$ cat config.mk
export PLATFORM = sky130hd
export DESIGN_NAME = ball_engine
export DESIGN_NICKNAME = d
export VERILOG_FILES = /design/src/rtl/pong_pkg.sv /design/src/rtl/ball_axis.sv /design/src/rtl/ball_engine.sv
export SDC_FILE = /design/constraint.sdc
export NUM_CORES = 1
export LEC_CHECK = 0
export BUFFER_PORTS_ARGS = -buffer_cell sky130_fd_sc_hd__buf_2
export CAP_MARGIN = 20
export CORE_MARGIN = 2
export CORE_UTILIZATION = 42
export CTS_CLUSTER_SIZE = 40
export DETAILED_ROUTE_END_ITERATION = 10
export HOLD_SLACK_MARGIN = 0.08
export SETUP_SLACK_MARGIN = 0.05
export SLEW_MARGIN = 20
export SYNTH_ARGS = -nofsm -noshare
export SYNTH_HDL_FRONTEND = slang
export SYNTH_SLANG_ARGS = --single-unit
$ cat constraint.sdc
create_clock -name clk -period 5.7 [get_ports clk]
set_clock_uncertainty 0.15 [all_clocks]
set_input_delay 0 -clock clk [delete_from_list [all_inputs] [get_ports clk]]
set_output_delay 0 -clock clk [all_outputs]
set_load 0.01 [all_outputs]
$ cat src/rtl/pong_pkg.sv
// pong_pkg: shared FSM encoding, playfield defaults and centring helper for the ball engine
package pong_pkg;
    localparam logic [1:0] ST_IDLE  = 2'd0;
    localparam logic [1:0] ST_SERVE = 2'd1;
    localparam logic [1:0] ST_PLAY  = 2'd2;
    localparam logic [1:0] ST_POINT = 2'd3;
    localparam int DEF_POS_W            = 10;
    localparam int DEF_SCREEN_W         = 640;
    localparam int DEF_SCREEN_H         = 480;
    localparam int DEF_BALL_SIZE        = 8;
    localparam int DEF_PADDLE_H         = 72;
    localparam int DEF_P1_X_EDGE        = 32;
    localparam int DEF_P2_X_EDGE        = 600;
    localparam int DEF_INIT_SPEED       = 2;
    localparam int DEF_MAX_SPEED        = 6;
    localparam int DEF_HITS_PER_SPEEDUP = 4;
    localparam int DEF_SERVE_DELAY      = 60;
    function automatic int centre(input int extent, input int size);
        return (extent - size) / 2;
    endfunction
endpackage

$ cat src/rtl/ball_axis.sv
// ball_axis: one-axis signed step, clamped to [0,LIMIT], with edge-reached flags
module ball_axis #(
    parameter int POS_W = 10,
    parameter int LIMIT = 472
) (
    input  logic [POS_W-1:0]        pos,
    input  logic                    dir,
    input  logic [2:0]              step,
    output logic signed [POS_W+1:0] nxt,
    output logic [POS_W-1:0]        clamped,
    output logic                    at_lo,
    output logic                    at_hi
);
    localparam logic signed [POS_W+1:0] LIM = (POS_W+2)'(LIMIT);
    logic signed [POS_W+1:0] pos_s;
    logic signed [POS_W+1:0] step_s;
    always_comb begin
        pos_s   = $signed({2'b00, pos});
        step_s  = $signed({{(POS_W-1){1'b0}}, step});
        nxt     = dir ? pos_s + step_s : pos_s - step_s;
        at_lo   = nxt[POS_W+1] || nxt == '0;
        at_hi   = nxt >= LIM;
        clamped = at_lo ? '0 : at_hi ? LIM[POS_W-1:0] : nxt[POS_W-1:0];
    end
endmodule

$ cat src/rtl/ball_engine.sv
// ball_engine: frame-stepped Pong ball mover with serve FSM, zoned paddle deflection,
// progressive speed-up and one-clock score pulses
module ball_engine
    import pong_pkg::*;
#(
    parameter int POS_W            = DEF_POS_W,
    parameter int SCREEN_W         = DEF_SCREEN_W,
    parameter int SCREEN_H         = DEF_SCREEN_H,
    parameter int BALL_SIZE        = DEF_BALL_SIZE,
    parameter int PADDLE_H         = DEF_PADDLE_H,
    parameter int P1_X_EDGE        = DEF_P1_X_EDGE,
    parameter int P2_X_EDGE        = DEF_P2_X_EDGE,
    parameter int INIT_SPEED       = DEF_INIT_SPEED,
    parameter int MAX_SPEED        = DEF_MAX_SPEED,
    parameter int HITS_PER_SPEEDUP = DEF_HITS_PER_SPEEDUP,
    parameter int SERVE_DELAY      = DEF_SERVE_DELAY
) (
    input  logic             clk,
    input  logic             reset_n,
    input  logic             refresh_tick,
    input  logic             start,
    input  logic             pause,
    input  logic [POS_W-1:0] paddle1_y,
    input  logic [POS_W-1:0] paddle2_y,
    output logic [POS_W-1:0] ball_x,
    output logic [POS_W-1:0] ball_y,
    output logic             dir_x,
    output logic             dir_y,
    output logic [2:0]       speed,
    output logic [7:0]       rally_count,
    output logic [1:0]       state,
    output logic             score_p1,
    output logic             score_p2
);
    localparam int CNT_W = $clog2(SERVE_DELAY);
    localparam logic [CNT_W-1:0]        CNT_LAST = CNT_W'(SERVE_DELAY - 1);
    localparam logic [POS_W-1:0]        X_C      = POS_W'(centre(SCREEN_W, BALL_SIZE));
    localparam logic [POS_W-1:0]        Y_C      = POS_W'(centre(SCREEN_H, BALL_SIZE));
    localparam logic [POS_W-1:0]        P1_X     = POS_W'(P1_X_EDGE);
    localparam logic [POS_W-1:0]        P2_X     = POS_W'(P2_X_EDGE);
    localparam logic signed [POS_W+1:0] P1_S     = (POS_W+2)'(P1_X_EDGE);
    localparam logic signed [POS_W+1:0] P2_S     = (POS_W+2)'(P2_X_EDGE);
    localparam logic signed [POS_W+1:0] BS       = (POS_W+2)'(BALL_SIZE);
    localparam logic signed [POS_W+1:0] HALF     = (POS_W+2)'(BALL_SIZE / 2);
    localparam logic signed [POS_W+1:0] PH       = (POS_W+2)'(PADDLE_H);
    localparam logic signed [POS_W+1:0] THIRD    = (POS_W+2)'(PADDLE_H / 3);
    localparam logic signed [POS_W+1:0] THIRD2   = (POS_W+2)'(2 * (PADDLE_H / 3));
    localparam logic [2:0]              SPD_INIT = 3'(INIT_SPEED);
    localparam logic [2:0]              SPD_MAX  = 3'(MAX_SPEED);
    localparam logic [7:0]              HPS      = 8'(HITS_PER_SPEEDUP);

    logic [POS_W-1:0] x_q, x_d, y_q, y_d;
    logic             dx_q, dx_d, dy_q, dy_d, sc1_q, sc1_d, sc2_q, sc2_d;
    logic [2:0]       spd_q, spd_d;
    logic [7:0]       rally_q, rally_d, rally_inc;
    logic [1:0]       st_q, st_d;
    logic [CNT_W-1:0] cnt_q, cnt_d;
    logic signed [POS_W+1:0] x_nxt, y_nxt, pad, by, rel;
    logic [POS_W-1:0] x_clamp, y_clamp;
    logic             x_lo, x_hi, y_lo, y_hi, hit;

    ball_axis #(.POS_W(POS_W), .LIMIT(SCREEN_W - BALL_SIZE)) u_axis_x (
        .pos(x_q), .dir(dx_q), .step(spd_q),
        .nxt(x_nxt), .clamped(x_clamp), .at_lo(x_lo), .at_hi(x_hi)
    );
    ball_axis #(.POS_W(POS_W), .LIMIT(SCREEN_H - BALL_SIZE)) u_axis_y (
        .pos(y_q), .dir(dy_q), .step(spd_q),
        .nxt(y_nxt), .clamped(y_clamp), .at_lo(y_lo), .at_hi(y_hi)
    );

    // Only the paddle the ball is heading toward can be hit, so one overlap/zone compare serves both.
    always_comb begin
        x_d       = x_q;
        y_d       = y_q;
        dx_d      = dx_q;
        dy_d      = dy_q;
        spd_d     = spd_q;
        rally_d   = rally_q;
        st_d      = st_q;
        cnt_d     = cnt_q;
        sc1_d     = 1'b0;
        sc2_d     = 1'b0;
        pad       = $signed({2'b00, dx_q ? paddle2_y : paddle1_y});
        by        = $signed({2'b00, y_q});
        rel       = by + HALF - pad;
        hit       = (by + BS > pad) && (by < pad + PH) && (dx_q ? x_nxt >= P2_S : x_nxt <= P1_S);
        rally_inc = rally_q == 8'hff ? rally_q : rally_q + 8'd1;
        if (!pause && st_q == ST_POINT) begin
            st_d  = ST_SERVE;
            cnt_d = '0;
        end else if (!pause && refresh_tick) begin
            if (st_q != ST_IDLE && !start) begin
                st_d    = ST_IDLE;
                x_d     = X_C;
                y_d     = Y_C;
                dx_d    = 1'b1;
                dy_d    = 1'b1;
                spd_d   = SPD_INIT;
                rally_d = '0;
                cnt_d   = '0;
            end else if (st_q == ST_IDLE) begin
                st_d  = start ? ST_SERVE : ST_IDLE;
                cnt_d = '0;
            end else if (st_q == ST_SERVE) begin
                st_d  = cnt_q == CNT_LAST ? ST_PLAY : ST_SERVE;
                cnt_d = cnt_q + CNT_W'(1);
            end else begin
                x_d  = x_clamp;
                y_d  = y_clamp;
                dy_d = y_lo ? 1'b1 : y_hi ? 1'b0 : dy_q;
                if (hit) begin
                    x_d     = dx_q ? P2_X : P1_X;
                    dx_d    = ~dx_q;
                    dy_d    = rel < THIRD ? 1'b0 : rel >= THIRD2 ? 1'b1 : dy_d;
                    rally_d = rally_inc;
                    if (rally_q != 8'hff && rally_inc % HPS == 8'd0 && spd_q != SPD_MAX)
                        spd_d = spd_q + 3'd1;
                end else if (x_lo || x_hi) begin
                    st_d    = ST_POINT;
                    sc1_d   = x_hi;
                    sc2_d   = x_lo;
                    x_d     = X_C;
                    y_d     = Y_C;
                    dx_d    = x_hi;
                    dy_d    = 1'b1;
                    spd_d   = SPD_INIT;
                    rally_d = '0;
                end
            end
        end
    end

    always_ff @(posedge clk or negedge reset_n) begin
        if (!reset_n) begin
            x_q     <= X_C;
            y_q     <= Y_C;
            dx_q    <= 1'b1;
            dy_q    <= 1'b1;
            spd_q   <= SPD_INIT;
            rally_q <= '0;
            st_q    <= ST_IDLE;
            cnt_q   <= '0;
            sc1_q   <= 1'b0;
            sc2_q   <= 1'b0;
        end else begin
            x_q     <= x_d;
            y_q     <= y_d;
            dx_q    <= dx_d;
            dy_q    <= dy_d;
            spd_q   <= spd_d;
            rally_q <= rally_d;
            st_q    <= st_d;
            cnt_q   <= cnt_d;
            sc1_q   <= sc1_d;
            sc2_q   <= sc2_d;
        end
    end

    assign ball_x      = x_q;
    assign ball_y      = y_q;
    assign dir_x       = dx_q;
    assign dir_y       = dy_q;
    assign speed       = spd_q;
    assign rally_count = rally_q;
    assign state       = st_q;
    assign score_p1    = sc1_q;
    assign score_p2    = sc2_q;
endmodule
==> flow_metrics.tcl <==
set metrics [dict create \
    clk_pin_slew_ns 0.07 \
    grt_pass1_wl_mm 22.44 \
    dieArea_mm2 0.01296 \
    start_util 0.4254 \
    drtIter0Drc 321 \
    worst_pin_slew_ns 0.8595 \
    fmax_ghz 0.2241 \
    antenna_found_initial 0 \
    placed_area_mm2 0.005403 \
    hold_viol 0 \
    maxCapViolations 0 \
    cts_max_level 2 \
    r2r_start "dir_x$_DFFE_PN1P_" \
    synth_cells 595 \
    n_antenna_cell 0 \
    n_fill_cell 1168 \
    peakVddDrop_v 0.0001677 \
    arrival_ns 4.51 \
    hpwlAfterDp_mm 10.44 \
    yosysWarnings 0 \
    worstPathRequired_ns 5.75 \
    p_leak_uw 0.002376 \
    p_per_area_mw_per_mm2 296.9 \
    reg2regPathDepth 17 \
    crit_type "reg2reg" \
    clock-sinks 43 \
    cts_setup_buffers 0 \
    total_power_uw 1674 \
    die_y_um 113.8 \
    synth-edff-count 0 \
    critPathLaunchType "flip-flop" \
    hold_class "reg2reg" \
    cts_tree "built" \
    insertion_delay_ns 0.29 \
    viasPerCell 5.932 \
    cts-root-buf "clkbuf_16" \
    status "completed" \
    rsz0062_at_grt "false" \
    seq_area_frac_synth 0.2156 \
    setup_viol 0 \
    dpl.cell_count 777 \
    fin_area_mm2 0.005639 \
    syn_area_mm2 0.005067 \
    grt_max_degree 44 \
    clk_path_buf_depth 2 \
    timing.rr.end "speed[0]$_DFFE_PN0P_" \
    post-route-drc-count 0 \
    gr-total-overflow 0 \
    endpoint "speed[0]$_DFFE_PN0P_" \
    relSlewSlack 0.4255 \
    die_w_um 113.8 \
    r2r_setup_slack_ns 1.24 \
    synth_flop_cell "dfrtp_1" \
    ioPinCount 62 \
    numCtsBuffers 5 \
    synth_cell_types 93 \
    grt_usage 0.2129 \
    firstDrtPassIters 4 \
    tns_ns 0 \
    ys_ff_latch 43 \
    critPathMaxFanout 31 \
    cp-startpoint "dir_x$_DFFE_PN1P_" \
    areaGrowthSynthToFinish_pct 11.28 \
    cp-end-kind "flip-flop" \
    drive_gt1_frac 0.1811 \
    synth.net_count 680 \
    grt_pass1_vias 4628 \
    fin_cells 793 \
    synthArstFlopShare 1.000 \
    placementRows 40 \
    routed_wl_mm 13.58 \
    drv_slew 0 \
    gp_congestion 0.9241 \
    synth_area_per_cell_um2 8.517 \
    finalCritPeriodShare 0.7828 \
    wl_per_cell_um 17.13 \
    final_nets 730 \
    io_buffers 61 \
    vias 4704 \
    drtAntennaViolNets 0 \
    core_area_mm2 0.01191 \
    finalCriticalPeriod_ns 4.462 \
]
[final cells by class]
cell class	instances	area, um2	share of cell area
clock inverters	3	20.02	0.003550
inverters	37	138.9	0.02463
multi-input cells	487	3669	0.6505
flip-flops and latches	43	1092	0.1937
repair buffers	71	410.4	0.07278
clock buffers	5	125.1	0.02219
well taps	147	183.9	0.03262
[state kept, by name, indices dropped and copies added (netlist names)]
signal / flops
ball_x: 10
ball_y: 10
cnt_q: 6
dir_x: 1
dir_y: 1
rally_count: 8
score_p1: 1
score_p2: 1
speed: 3
state: 2
[worst max-delay path: stages, from the launching register on]
cell and delay [ns]:
dfstp_2 0.70, mux2i_1 0.49, inv_1 0.12, ha_1 0.20, inv_1 0.08, nor2_1 0.06, nor2_1 0.17, xnor2_1 0.15
ha_1 0.26, o21ai_0 0.15, nand2b_1 0.07, a21oi_1 0.14, a211oi_1 0.07, a311o_1 0.38, a21oi_4 0.21, and2_4 0.39
mux2_2 0.37, o31ai_1 0.19
[power breakdown]
group / switching [uW] / internal (uW)
combinational: 489 / 379
clock: 126 / 162
sequential: 148 / 370
total: 763 / 911
[cells in the final DEF, fill, tap and decap left out, types with 4 or more instances in the layout]
master	n
dfrtp_1	30
nand2b_1	13
mux2i_1	13
xnor2_1	19
nor2_1	42
inv_1	37
a31oi_1	5
dlygate4sd3_1	7
fa_1	7
nor4_1	6
a22oi_1	5
and3_1	8
or2_2	4
or3_1	10
xor2_1	13
nand4_1	10
o22ai_1	6
o21ai_0	25
a211oi_1	7
o211ai_1	9
dfstp_2	13
a32o_1	4
a21o_1	5
nand2_1	40
nand3b_1	6
nand3_1	22
buf_2	61
ha_1	53
nor2b_1	9
o21a_1	5
nor3_1	13
clkbuf_16	5
a21oi_1	43
[layer usage]
layer | global-route usage | routed length [um] | up-vias
met5 | 0 | 0 | -
met1 | 0.2851 | 6587 | 2297
li1 | - | - | 2306
met2 | 0.3589 | 6431 | 86
met4 | 0.06260 | 204 | 0
met3 | 0.02976 | 361 | 15
[cells in the mapped netlist, drive strengths merged (4+ instances only)]
| master | n | area [um2] |
|---|---|---|
| nand3b | 6 | 45.04 |
| nand4 | 10 | 62.56 |
| o22ai | 7 | 50.05 |
| o21ai | 27 | 135.1 |
| a211oi | 8 | 65.06 |
| nor4 | 8 | 80.08 |
| a21o | 5 | 37.54 |
| or3 | 11 | 73.82 |
| and2 | 4 | 27.53 |
| inv | 37 | 138.9 |
| nand2b | 13 | 81.33 |
| a22oi | 5 | 37.54 |
| fa | 7 | 140.1 |
| a31o | 4 | 35.04 |
| o211ai | 10 | 80.07 |
| buf | 15 | 120.1 |
| nand3 | 22 | 110.1 |
| nor2b | 9 | 56.30 |
| nand2 | 40 | 150.1 |
| dfrtp | 30 | 750.7 |
| a32o | 4 | 40.04 |
| or2 | 6 | 37.54 |
| clkbuf | 13 | 48.80 |
| xor2 | 14 | 130.1 |
| ha | 53 | 663.1 |
| xnor2 | 19 | 166.4 |
| dfstp | 13 | 341.6 |
| a31oi | 5 | 31.28 |
| a21oi | 45 | 240.2 |
| o21a | 6 | 52.55 |
| nor3 | 16 | 101.4 |
| nor2 | 43 | 163.9 |
| mux2i | 13 | 130.1 |
| a32oi | 5 | 58.81 |
| and3 | 8 | 50.05 |
[timing repair]
item / 4_1_cts / 5_1_grt
resized for setup: 0 / 0
hold buffers: 6 / 1
endpoints found under the hold margin: 40 / 8
[worst min path at each step]
| stage | start | end | slack, ns | cells past startpoint |
|---|---|---|---|---|
| global placement | reset_n | rally_count[3]$_DFFE_PN0P_ | 0.07 | 1 |
| detailed placement | reset_n | ball_y[1]$_DFFE_PN0P_ | 0.09 | 1 |
| floorplan | reset_n | ball_x[0]$_DFFE_PN0P_ | -0.45 | 0 |
| global route | cnt_q[0]$_DFFE_PN0P_ | cnt_q[0]$_DFFE_PN0P_ | 0.39 | 1 |
| CTS | reset_n | ball_y[1]$_DFFE_PN0P_ | 0.32 | 2 |
| finish | cnt_q[0]$_DFFE_PN0P_ | cnt_q[0]$_DFFE_PN0P_ | 0.36 | 1 |
[kinds of logic (layout without fill, tap and decap cells)]
logic type | count (synthesis) | in the layout | synth area share
compound gates | 169 | 169 | 0.2467
flops | 43 | 43 | 0.2156
mux | 16 | 16 | 0.03234
buf+inv | 65 | 116 | 0.06074
simple gates | 209 | 209 | 0.2277
fa+ha+maj | 60 | 60 | 0.1585
xor+xnor | 33 | 33 | 0.05852
[per-stage QoR]
step / hold WS, ns / util / setup slack [ns]
floorplan: -0.4456 / - / 1.139
global placement: 0.07462 / 0.4536 / 1.371
detailed placement: 0.09000 / 0.4536 / 1.285
CTS: 0.3175 / 0.4708 / 1.250
global route: 0.3937 / 0.4734 / 0.9122
finish: 0.3628 / 0.4734 / 1.238
(Power assumes the default switching activity.)
